[src/rtl/hex_seg_scan.sv]
// Four-digit multiplexed 7-segment scanner with shadow/display
// double buffering, frame-aligned commit and leading-zero blanking.
module hex_seg_scan #(
    parameter int REFRESH_DIV  = 100000,
    parameter int BLANK_CYCLES = 1000
) (
    input  logic       clk,
    input  logic       rst,
    input  logic [3:0] hex_val,
    input  logic [1:0] digit_sel,
    input  logic       load,
    input  logic       commit,
    input  logic [3:0] dp_in,
    input  logic       blank_lz,
    output logic [3:0] an,
    output logic [6:0] seg,
    output logic       dp,
    output logic       pending,
    output logic       frame_done
);

    localparam int CW = (REFRESH_DIV > 2) ? $clog2(REFRESH_DIV) : 1;

    logic [CW-1:0] cnt;
    logic [1:0]    idx;
    logic [3:0]    shadow [4];
    logic [3:0]    disp   [4];

    logic          slot_end;
    logic          wrap;
    logic [31:0]   cnt32;
    logic          ghost;
    logic          lz_blank;
    logic          off;
    logic [3:0]    cur;

    function automatic logic [6:0] enc(input logic [3:0] v);
        logic [6:0] r;
        case (v)
            4'h0: r = 7'h3F;
            4'h1: r = 7'h06;
            4'h2: r = 7'h5B;
            4'h3: r = 7'h4F;
            4'h4: r = 7'h66;
            4'h5: r = 7'h6D;
            4'h6: r = 7'h7D;
            4'h7: r = 7'h07;
            4'h8: r = 7'h7F;
            4'h9: r = 7'h6F;
            4'hA: r = 7'h77;
            4'hB: r = 7'h7C;
            4'hC: r = 7'h39;
            4'hD: r = 7'h5E;
            4'hE: r = 7'h79;
            default: r = 7'h71;
        endcase
        return r;
    endfunction

    assign slot_end = (cnt == CW'(REFRESH_DIV - 1));
    assign wrap     = slot_end && (idx == 2'd3);
    assign cnt32    = 32'(cnt);
    assign ghost    = cnt32 < 32'(BLANK_CYCLES);
    assign cur      = disp[idx];

    // A digit is a leading zero when it and every digit above it are zero.
    always_comb begin
        lz_blank = 1'b0;
        if (blank_lz) begin
            case (idx)
                2'd3: lz_blank = (disp[3] == 4'h0);
                2'd2: lz_blank = (disp[3] == 4'h0) && (disp[2] == 4'h0);
                2'd1: lz_blank = (disp[3] == 4'h0) && (disp[2] == 4'h0)
                                 && (disp[1] == 4'h0);
                default: lz_blank = 1'b0;
            endcase
        end
    end

    assign off = ghost || lz_blank;

    always_ff @(posedge clk or posedge rst) begin
        if (rst) begin
            cnt        <= '0;
            idx        <= 2'd0;
            pending    <= 1'b0;
            frame_done <= 1'b0;
            an         <= 4'hF;
            seg        <= 7'h7F;
            dp         <= 1'b1;
            for (int i = 0; i < 4; i++) begin
                shadow[i] <= 4'h0;
                disp[i]   <= 4'h0;
            end
        end else begin
            cnt        <= slot_end ? '0 : cnt + CW'(1);
            idx        <= slot_end ? idx + 2'd1 : idx;
            frame_done <= wrap;

            // Transfer samples shadow before this edge's load lands.
            if (wrap && pending) begin
                for (int i = 0; i < 4; i++)
                    disp[i] <= shadow[i];
                pending <= commit;
            end else if (commit) begin
                pending <= 1'b1;
            end

            if (load)
                shadow[digit_sel] <= hex_val;

            if (off) begin
                an  <= 4'hF;
                seg <= 7'h7F;
                dp  <= 1'b1;
            end else begin
                an  <= ~(4'b0001 << idx);
                seg <= ~enc(cur);
                dp  <= ~dp_in[idx];
            end
        end
    end

endmodule

[config.mk]
export PLATFORM = sky130hd
export DESIGN_NAME = hex_seg_scan
export DESIGN_NICKNAME = d
export VERILOG_FILES = /design/src/rtl/hex_seg_scan.sv
export SDC_FILE = /design/constraint.sdc
export NUM_CORES = 1
export LEC_CHECK = 0
export ABC_CLOCK_PERIOD_IN_PS = 5500
export BUFFER_PORTS_ARGS = -buffer_cell sky130_fd_sc_hd__buf_2
export CORE_MARGIN = 8
export CORE_UTILIZATION = 60
export CTS_CLUSTER_DIAMETER = 40
export CTS_CLUSTER_SIZE = 12
export DETAILED_ROUTE_END_ITERATION = 7
export PLACE_DENSITY = 0.8
export SLEW_MARGIN = 15
export SYNTH_ARGS = -nofsm -noshare
export SYNTH_HDL_FRONTEND = slang
export SYNTH_SLANG_ARGS = --single-unit
[constraint.sdc]
create_clock -name clk -period 5.5 [get_ports clk]
set_input_delay 1.1 -clock clk [delete_from_list [all_inputs] [get_ports clk]]
set_output_delay 1.1 -clock clk [all_outputs]
set_load 0.005 [all_outputs]
==> flow_summary.ini, run 1 <==
[run_status]
run_status = finished, final reports clean

[routing]
wirelength_um = 5780
first_pass_iters = 4
antenna_left = 0
drt_iter0_markers = 113
via_per_inst = 5.61
wl_per_cell_um = 16.3
drc = 0
vias = 1992

[die]
die_w_um = 88.3
core_area_um2 = 5070
num_io_pins = 29
start_util_pct = 61.7
fp.dieArea_um2 = 7790
row_count = 26
fp.dieH_um = 88.3

[yosys]
yosysWarnings = 0
async_flop_share_pct = 100
ys_ff_latch = 65
synth_nets = 274
yosysSeqAreaShare_pct = 52.4
synth_enable_flop_cells = 0
syn_area_um2 = 3130
avgSynthCellArea_um2 = 12.7
yosys.area_share.adder_pct = 4.79
yosysTopAreaCellShare_pct = 42.3
synth_top_cell_by_area = dfrtp_1
synth_top_family_by_area = multiplexers
synth-compound-area-share_pct = 4.19
synth_mux_area_share_pct = 18.7
yosysUniqueCellTypes = 43
synthFlopType = dfrtp_1
synth-xor-area-share_pct = 4.47
synth-simple-area-share_pct = 13.1
synth.area.top_cells = dfrtp_1, dfstp_2, mux2_2, ha_1, xnor2_1
synthCells = 247

[sta]
finalCriticalPeriod_ps = 2910
drv_slew = 0
worst_pin_slew_ps = 785
setup_viol = 0
finClkSkew_ps = 8.45
fin_setup_tns_ps = 0
max_freq_ghz = 0.344
timing.final.crit_share_pct = 52.9
finalHoldViolations = 0
maxSlewHeadroom_pct = 47.7
rsz0062_at_grt = false

[power_and_ir_drop]
power_density_nw_per_um2 = 278
ir_drop_mv = 0.212
power_leakage_nw = 1.51

[setup_path]
r2r_end = disp[9]
critical_path.top_delay_family = simple AND/OR/NAND/NOR gates
crit_type = flop to flop
cp.required_ps = 5720
reg2reg_depth = 4
regToRegStartpoint = cnt[13]
critPathLaunchType = flop
cp_slowest_cell = and3_1
r2r_slack_ps = 2590
path_buf_inv = 0
slowest_delay_ps = 690
arrival_ps = 3130
critPathMaxFanout = 16
end_kind = flop
cp_cell_sequence = or4_4 > nor4_4 > and3_1 > mux2_2

[cells_and_area]
fin_cells = 355
diodes = 0
layout_common_cells = dfrtp_1, buf_2, mux2_2, nand2_1, xnor2_1
nets = 307
area_growth_pct = 13.0
drive_gt1_share_pct = 31.9
final_common_cell = dfrtp_1

[flow_run]
cap_violations = 0

[global_route]
grt_max_degree = 66
overflow = 0
grtUsageTotal_pct = 16.4
grt_pass1_wl_um = 9700
antenna_found_initial = 0
grt_pass1_vias = 2021

[placement]
dp.cells = 339
numPortBuffers = 28
gp_congestion = 0.797
dp_hpwl_um = 4050

[clock_tree]
clock_path_buffers = 2
htreeDepth = 3
clkSinkCount = 65
clk_latency_ps = 340
clk_pin_slew_ps = 70
numCtsBuffers = 9
clockRootBuffer = clkbuf_8
postCtsHoldBufs = 0
postCtsSetupRepairBufs = 0
post_cts_resized = 0
cts_tree = done

[min_path]
worstHoldPathCells = 1
whs_endpoint = cnt[0]
hp-class = flop to flop
min_from = cnt[0]
==> layer usage <==
layer	up-vias	track usage [%]	part of all wire, %
li1	959	-	-
met1	970	21.0	47
met2	55	24.8	45
met3	8	5.11	5.4
met4	0	7.53	1.6
met5	-	0	0
==> worst register-to-register path, stage by stage (launching register included) <==
cell     delay (ps)
dfrtp_1         420
or4_4           580
nor4_4          670
and3_1          700
mux2_2          420
==> Yosys cell counts (8+ instances only) <==
cell / n
nand2_1: 17
mux2_2: 25
ha_1: 12
mux2_1: 10
mux2i_1: 8
xnor2_1: 14
inv_1: 8
dfrtp_1: 53
nor2_1: 11
nand3_1: 10
dfstp_2: 12
==> stage by stage <==
step | hold slack [ps] | cell area, um2 | util, % | setup slack, ps | power, mW
2_1_floorplan | 455 | 3130 | - | 2790 | 0.546
3_3_place_gp | 472 | 3320 | 65.5 | 2660 | 0.562
3_5_place_dp | 476 | 3320 | 65.5 | 2590 | 0.566
4_1_cts | 485 | 3540 | 69.7 | 2560 | 0.993
5_1_grt | 514 | 3540 | 69.7 | 2420 | 1.02
6_report | 481 | 3540 | 69.7 | 2590 | 0.983
==> worst max path at each step <==
stage | start | endpoint | slack [ps] | depth (start not counted)
2_1_floorplan | rst | cnt[0] | 2790 | 1
3_3_place_gp | cnt[13] | disp[14] | 2660 | 4
3_5_place_dp | cnt[13] | disp[9] | 2590 | 4
4_1_cts | cnt[13] | disp[9] | 2560 | 4
5_1_grt | cnt[13] | disp[9] | 2420 | 4
6_report | cnt[13] | disp[9] | 2590 | 4
==> flip-flops by register name, indices dropped and copies added, names as in the netlist <==
signal / count
disp: 16
an: 4
dp: 1
shadow: 16
pending: 1
frame_done: 1
seg: 7
idx: 2
cnt: 17
==> where the power goes <==
group	internal, mW	total [mW]	switching (mW)
combinational	0.0227	0.0418	0.0191
clock	0.245	0.427	0.181
sequential	0.501	0.515	0.0138
==> area by class of cell <==
cell class	count	area [um2]
Clock inverter	4	50.0
Inverter	8	30.0
Timing Repair Buffer	29	148
Multi-Input combinational cell	167	1420
Clock buffer	12	165
Sequential cell	65	1640
Tap cell	70	87.6
Fill cell	387	1540
==> cells by family after synthesis <==
| group | count (synthesis) |
|---|---|
| adders and majority gates | 12 |
| and+or+nand+nor | 73 |
| AOI/OAI and AO/OA | 18 |
| DFF | 65 |
| buffers and inverters | 15 |
| muxes | 48 |
| xor gates and xnor gates | 16 |
No activity file was read; power rests on OpenSTA's default activity.
==> run 2: changes to the inputs <==
--- a/config.mk
+++ b/config.mk
@@ -5,14 +5,15 @@
 export SDC_FILE = /design/constraint.sdc
 export NUM_CORES = 1
 export LEC_CHECK = 0
-export ABC_CLOCK_PERIOD_IN_PS = 5500
+export ABC_AREA = 1
+export ABC_CLOCK_PERIOD_IN_PS = 2500
 export BUFFER_PORTS_ARGS = -buffer_cell sky130_fd_sc_hd__buf_2
 export CORE_MARGIN = 8
-export CORE_UTILIZATION = 60
+export CORE_UTILIZATION = 54
 export CTS_CLUSTER_DIAMETER = 40
 export CTS_CLUSTER_SIZE = 12
 export DETAILED_ROUTE_END_ITERATION = 7
-export PLACE_DENSITY = 0.8
+export PLACE_DENSITY = 0.76
 export SLEW_MARGIN = 15
 export SYNTH_ARGS = -nofsm -noshare
 export SYNTH_HDL_FRONTEND = slang
==> constraint.sdc (replaced) <==
create_clock -name clk -period 2.5 [get_ports clk]
set_input_delay 0.5 -clock clk [delete_from_list [all_inputs] [get_ports clk]]
set_output_delay 0.5 -clock clk [all_outputs]
set_load 0.005 [all_outputs]
==> run 2 against run 1 <==
Design area is 6.8% higher; via count is 43% higher; combinational power is 92% higher; wire length is 23% higher; clock skew is 2.0 ps higher; synthesized area is 6.6% higher; setup slack worse by 2100 ps; largest power group unchanged.
==> flow_summary.ini, run 2 <==
[yosys]
synthFlopType = dfrtp_1
async_flop_share_pct = 100
synthCells = 422
avgSynthCellArea_um2 = 7.92
synth_enable_flop_cells = 0
synthTopCellsByCount = nand2_1, dfrtp_1, inv_1, nor2_1, nand3_1
yosysTopAreaCellShare_pct = 39.7
yosysWarnings = 0
synth_nets = 449
synth_most_common_cell = nand2_1
syn_area_um2 = 3340
synth.area.top_cells = dfrtp_1, nand2_1, dfstp_2, nand3_1, inv_1
yosysSeqAreaShare_pct = 49.1
ys_ff_latch = 65
synth_top_cell_by_area = dfrtp_1
yosysUniqueCellTypes = 28

[sta]
worst_pin_slew_ps = 577
finalCriticalPeriod_ps = 2000
rsz0062_at_grt = false
fin_setup_tns_ps = 0
drv_slew = 0
worst_slack_ps = 502
setup_viol = 0
finalHoldViolations = 0
timing.final.crit_share_pct = 79.9
finClkSkew_ps = 10.4
max_freq_ghz = 0.501
maxSlewHeadroom_pct = 61.5
whs_ps = 219

[cells_and_area]
finalInstanceArea_um2 = 3780
fin_cells = 536
area_growth_pct = 13.1
final_common_cell = nand2_1
layout_common_cells = nand2_1, dfrtp_1, inv_1, nor2_1, nand3_1
top_regs = cnt (17), disp (16), shadow (16)
diodes = 0
nets = 483
largest_reg_flops = 17
largest_register = cnt
final_util_pct = 63.4
drive_gt1_share_pct = 15.6

[global_route]
grt_max_degree = 40
overflow = 0
grt_pass1_vias = 2716
grtUsageTotal_pct = 17.1
grt_pass1_wl_um = 12300
antenna_found_initial = 0

[routing]
via_per_inst = 5.32
first_pass_iters = 6
vias = 2849
wl_per_cell_um = 13.3
wirelength_um = 7110
drc = 0
antenna_left = 0
drt_iter0_markers = 165

[flow_run]
cap_violations = 0

[clock_tree]
clockRootBuffer = clkbuf_8
htreeDepth = 3
postCtsHoldBufs = 0
clkSinkCount = 65
numCtsBuffers = 9
postCtsSetupRepairBufs = 0
post_cts_resized = 0
clk_latency_ps = 340
clock_path_buffers = 2
clk_pin_slew_ps = 70
cts_tree = done

[die]
core_area_um2 = 5960
start_util_pct = 56.1
num_io_pins = 29
fp.dieH_um = 94.7
fp.dieArea_um2 = 8960
row_count = 28
die_w_um = 94.7

[placement]
dp.cells = 520
postPlaceCellArea_um2 = 3570
numPortBuffers = 28
gp_congestion = 0.907
place_ws_ps = 556
dp_hpwl_um = 5300

[setup_path]
end_kind = flop
critPathLaunchType = flop
critPathMaxFanout = 17
cp.required_ps = 2750
arrival_ps = 2250
crit_type = flop to flop

[power_and_ir_drop]
power_mw = 2.16
ir_drop_mv = 0.439
power_density_nw_per_um2 = 572
power_leakage_nw = 1.86

[min_path]
hp-class = input port to asynchronous set/reset pin

[run_status]
run_status = finished, final reports clean
-- run 2: routing by layer --
layer | part of all wire, % | global-route usage (%) | up-vias
met5 | 0 | 0 | -
met4 | 2.3 | 8.19 | 0
met3 | 5.8 | 3.41 | 20
met2 | 44 | 25.7 | 83
met1 | 48 | 23.2 | 1329
li1 | - | - | 1417
-- run 2: layout make-up --
type	count	area, um2
multi-input cells	299	1460
well taps	75	93.8
clock buffers	11	131
fillers	509	2180
flip-flops and latches	65	1640
inverters	48	180
clock inverters	5	80.1
repair buffers	33	190
-- run 2: worst paths after layout --
check / from / endpoint / slack [ps] / depth (start not counted)
hold reg to reg: cnt[0] / cnt[0] / 460 / 1
setup reg to reg: idx[0] / seg[5] / 500 / 10
min in group clk: commit / pending / 390 / 2
hold / removal: rst / frame_done / 220 / 2
max in group asynchronous: rst / cnt[5] / 1680 / 3
setup / recovery: idx[0] / seg[5] / 500 / 10
-- run 2: worst max-delay path, cell delays in order, from the launching register on --
cell     delay, ps
dfrtp_1        650
inv_2          220
nand2_1        110
nand3_1         60
nand2_1        180
inv_1          110
ha_1           200
nand3_1        120
nand2_1         70
a21oi_1        120
nand2_1         80
-- run 2: kinds of logic (layout without fill, tap and decap cells) --
family	Yosys count	in the layout	synth area share [%]
XOR/XNOR	5	5	1.31
adder cells (fa/ha/maj)	12	12	4.49
flip-flops	65	65	49.1
AO/OA/AOI/OAI	39	39	5.96
AND/OR/NAND/NOR	243	243	32.0
buffers and inverters	58	97	7.12
-- run 2: power by group --
| part | internal [mW] | switching [mW] |
|---|---|---|
| registers | 1.09 | 0.0242 |
| logic | 0.0298 | 0.0504 |
| clock network | 0.561 | 0.404 |
==> run 3: changes to the inputs <==
--- a/config.mk
+++ b/config.mk
@@ -6,14 +6,14 @@
 export NUM_CORES = 1
 export LEC_CHECK = 0
 export ABC_AREA = 1
-export ABC_CLOCK_PERIOD_IN_PS = 2500
+export ABC_CLOCK_PERIOD_IN_PS = 2000
 export BUFFER_PORTS_ARGS = -buffer_cell sky130_fd_sc_hd__buf_2
 export CORE_MARGIN = 8
-export CORE_UTILIZATION = 54
+export CORE_UTILIZATION = 59
 export CTS_CLUSTER_DIAMETER = 40
 export CTS_CLUSTER_SIZE = 12
 export DETAILED_ROUTE_END_ITERATION = 7
-export PLACE_DENSITY = 0.76
+export PLACE_DENSITY = 0.79
 export SLEW_MARGIN = 15
 export SYNTH_ARGS = -nofsm -noshare
 export SYNTH_HDL_FRONTEND = slang
==> constraint.sdc (replaced) <==
create_clock -name clk -period 2 [get_ports clk]
set_input_delay 0.4 -clock clk [delete_from_list [all_inputs] [get_ports clk]]
set_output_delay 0.4 -clock clk [all_outputs]
set_load 0.005 [all_outputs]
==> run 3 against run 2 <==
Wire length is 2.4% lower; die area is 7.1% lower; global-route usage increased by 1.0 points; clock power rose by 26%; core utilization is 6.2 points higher; maximum frequency up 9.8%; first-iteration DRC count rose by 5.5%; combinational power rose by 31%; critical endpoint is now seg[0]; largest cell class unchanged.
==> flow_summary.ini, run 3 (synthesis gave the netlist of run 2 again) <==
[setup_path]
critical_path.top_delay_family = simple AND/OR/NAND/NOR gates
critPathMaxFanout = 12
crit_top_cell = nand2_1
cp_cell_sequence = inv_2 > nand2_1 > nand3_1 > nand2_1 > ha_1 > inv_1 > nand3_1 > nand3_1 > nand2_1 > inv_1 > nand2_1
slowest_delay_ps = 440
end_kind = flop
arrival_ps = 2090
critPathLaunchType = flop
cp.required_ps = 2270
path_buf_inv = 3
crit_type = flop to flop
cp_slowest_cell = dfrtp_1

[global_route]
grt_pass1_wl_um = 12400
overflow = 0
grt_max_degree = 28
grtUsageTotal_pct = 18.2
grt_pass1_vias = 2725
antenna_found_initial = 0

[clock_tree]
postCtsHoldBufs = 0
numCtsBuffers = 9
clkSinkCount = 65
cts_tree = done
clockRootBuffer = clkbuf_8
htreeDepth = 3
postCtsSetupRepairBufs = 0
post_cts_resized = 0
clock_path_buffers = 2
clk_latency_ps = 350
clk_pin_slew_ps = 80

[cells_and_area]
largest_reg_flops = 17
final_util_pct = 69.7
layout_common_cells = nand2_1, dfrtp_1, inv_1, nor2_1, nand3_1
top_regs = cnt (17), disp (16), shadow (16)
drive_gt1_share_pct = 16.6
diodes = 0
nFillCells = 468
multi_input_area_um2 = 1460
largest_register = cnt
regArea_um2 = 1640
final_common_cell = nand2_1
area_growth_pct = 14.2
nets = 485

[power_and_ir_drop]
power_leakage_nw = 1.87
power_density_nw_per_um2 = 714
ir_drop_mv = 0.705
power_mw = 2.72

[die]
fp.dieArea_um2 = 8330
fp.dieH_um = 91.2
row_count = 27
start_util_pct = 61.0
num_io_pins = 29
die_w_um = 91.2
core_area_um2 = 5470

[placement]
gp_congestion = 0.957
dp_hpwl_um = 5090
numPortBuffers = 28

[flow_run]
cap_violations = 0

[routing]
drc = 0
vias = 2826
drt_iter0_markers = 174
wirelength_um = 6940
wl_per_cell_um = 13.0
via_per_inst = 5.28
antenna_left = 0
first_pass_iters = 5

[sta]
finalCriticalPeriod_ps = 1820
rsz0062_at_grt = false
whs_ps = 125
finClkSkew_ps = 11.8
worst_pin_slew_ps = 617
setup_viol = 0
timing.final.crit_share_pct = 90.9
max_freq_ghz = 0.550
maxSlewHeadroom_pct = 58.8
drv_slew = 0
finalHoldViolations = 0
fin_setup_tns_ps = 0

[min_path]
hp-class = input port to asynchronous set/reset pin

[run_status]
run_status = finished, final reports clean
[run 3: report_power, final]
part	total [mW]	internal (mW)	switching [mW]
Sequential	1.40	1.37	0.0312
Combinational	0.105	0.0412	0.0639
Clock	1.22	0.700	0.519
[run 3: layout make-up]
class	count	share of cell area (%)
flip-flops and latches	65	43.1
multi-input cells	299	38.3
repair buffers	35	5.71
inverters	48	4.82
clock buffers	9	3.25
clock inverters	7	2.46
well taps	72	2.36
[run 3: worst register-to-register path: stages, from the launching register on]
cell	delay (ps)
dfrtp_1	440
inv_2	210
nand2_1	80
nand3_1	70
nand2_1	160
ha_1	270
inv_1	90
nand3_1	130
nand3_1	130
nand2_1	50
inv_1	50
nand2_1	50
[run 3: final timing paths]
check | from | endpoint | slack (ps) | depth (start not counted)
setup / recovery | idx[0] | seg[0] | 180 | 11
hold / removal | rst | cnt[13] | 130 | 2
setup reg to reg | idx[0] | seg[0] | 180 | 11
hold reg to reg | cnt[0] | cnt[0] | 460 | 1
max in group asynchronous | rst | shadow[10] | 1370 | 3
min in group clk | commit | pending | 290 | 2
[run 3: routing by layer]
layer / track usage, % / vias to the layer above / wire length [um]
met2: 27.5 / 110 / 2980
met1: 23.2 / 1267 / 3270
met4: 10.2 / 0 / 189
met5: 0 / - / 0
met3: 4.69 / 21 / 493
li1: - / 1428 / -
[run 3: per-stage QoR]
| stage | setup WS (ps) | area (um2) | std cells |
|---|---|---|---|
| finish | 181 | 3810 | 535 |
| global route | 51.4 | 3810 | 535 |
| CTS | 119 | 3810 | 535 |
| detailed placement | 164 | 3590 | 519 |
| global placement | 227 | 3590 | 519 |
| floorplan | 427 | 3340 | 422 |
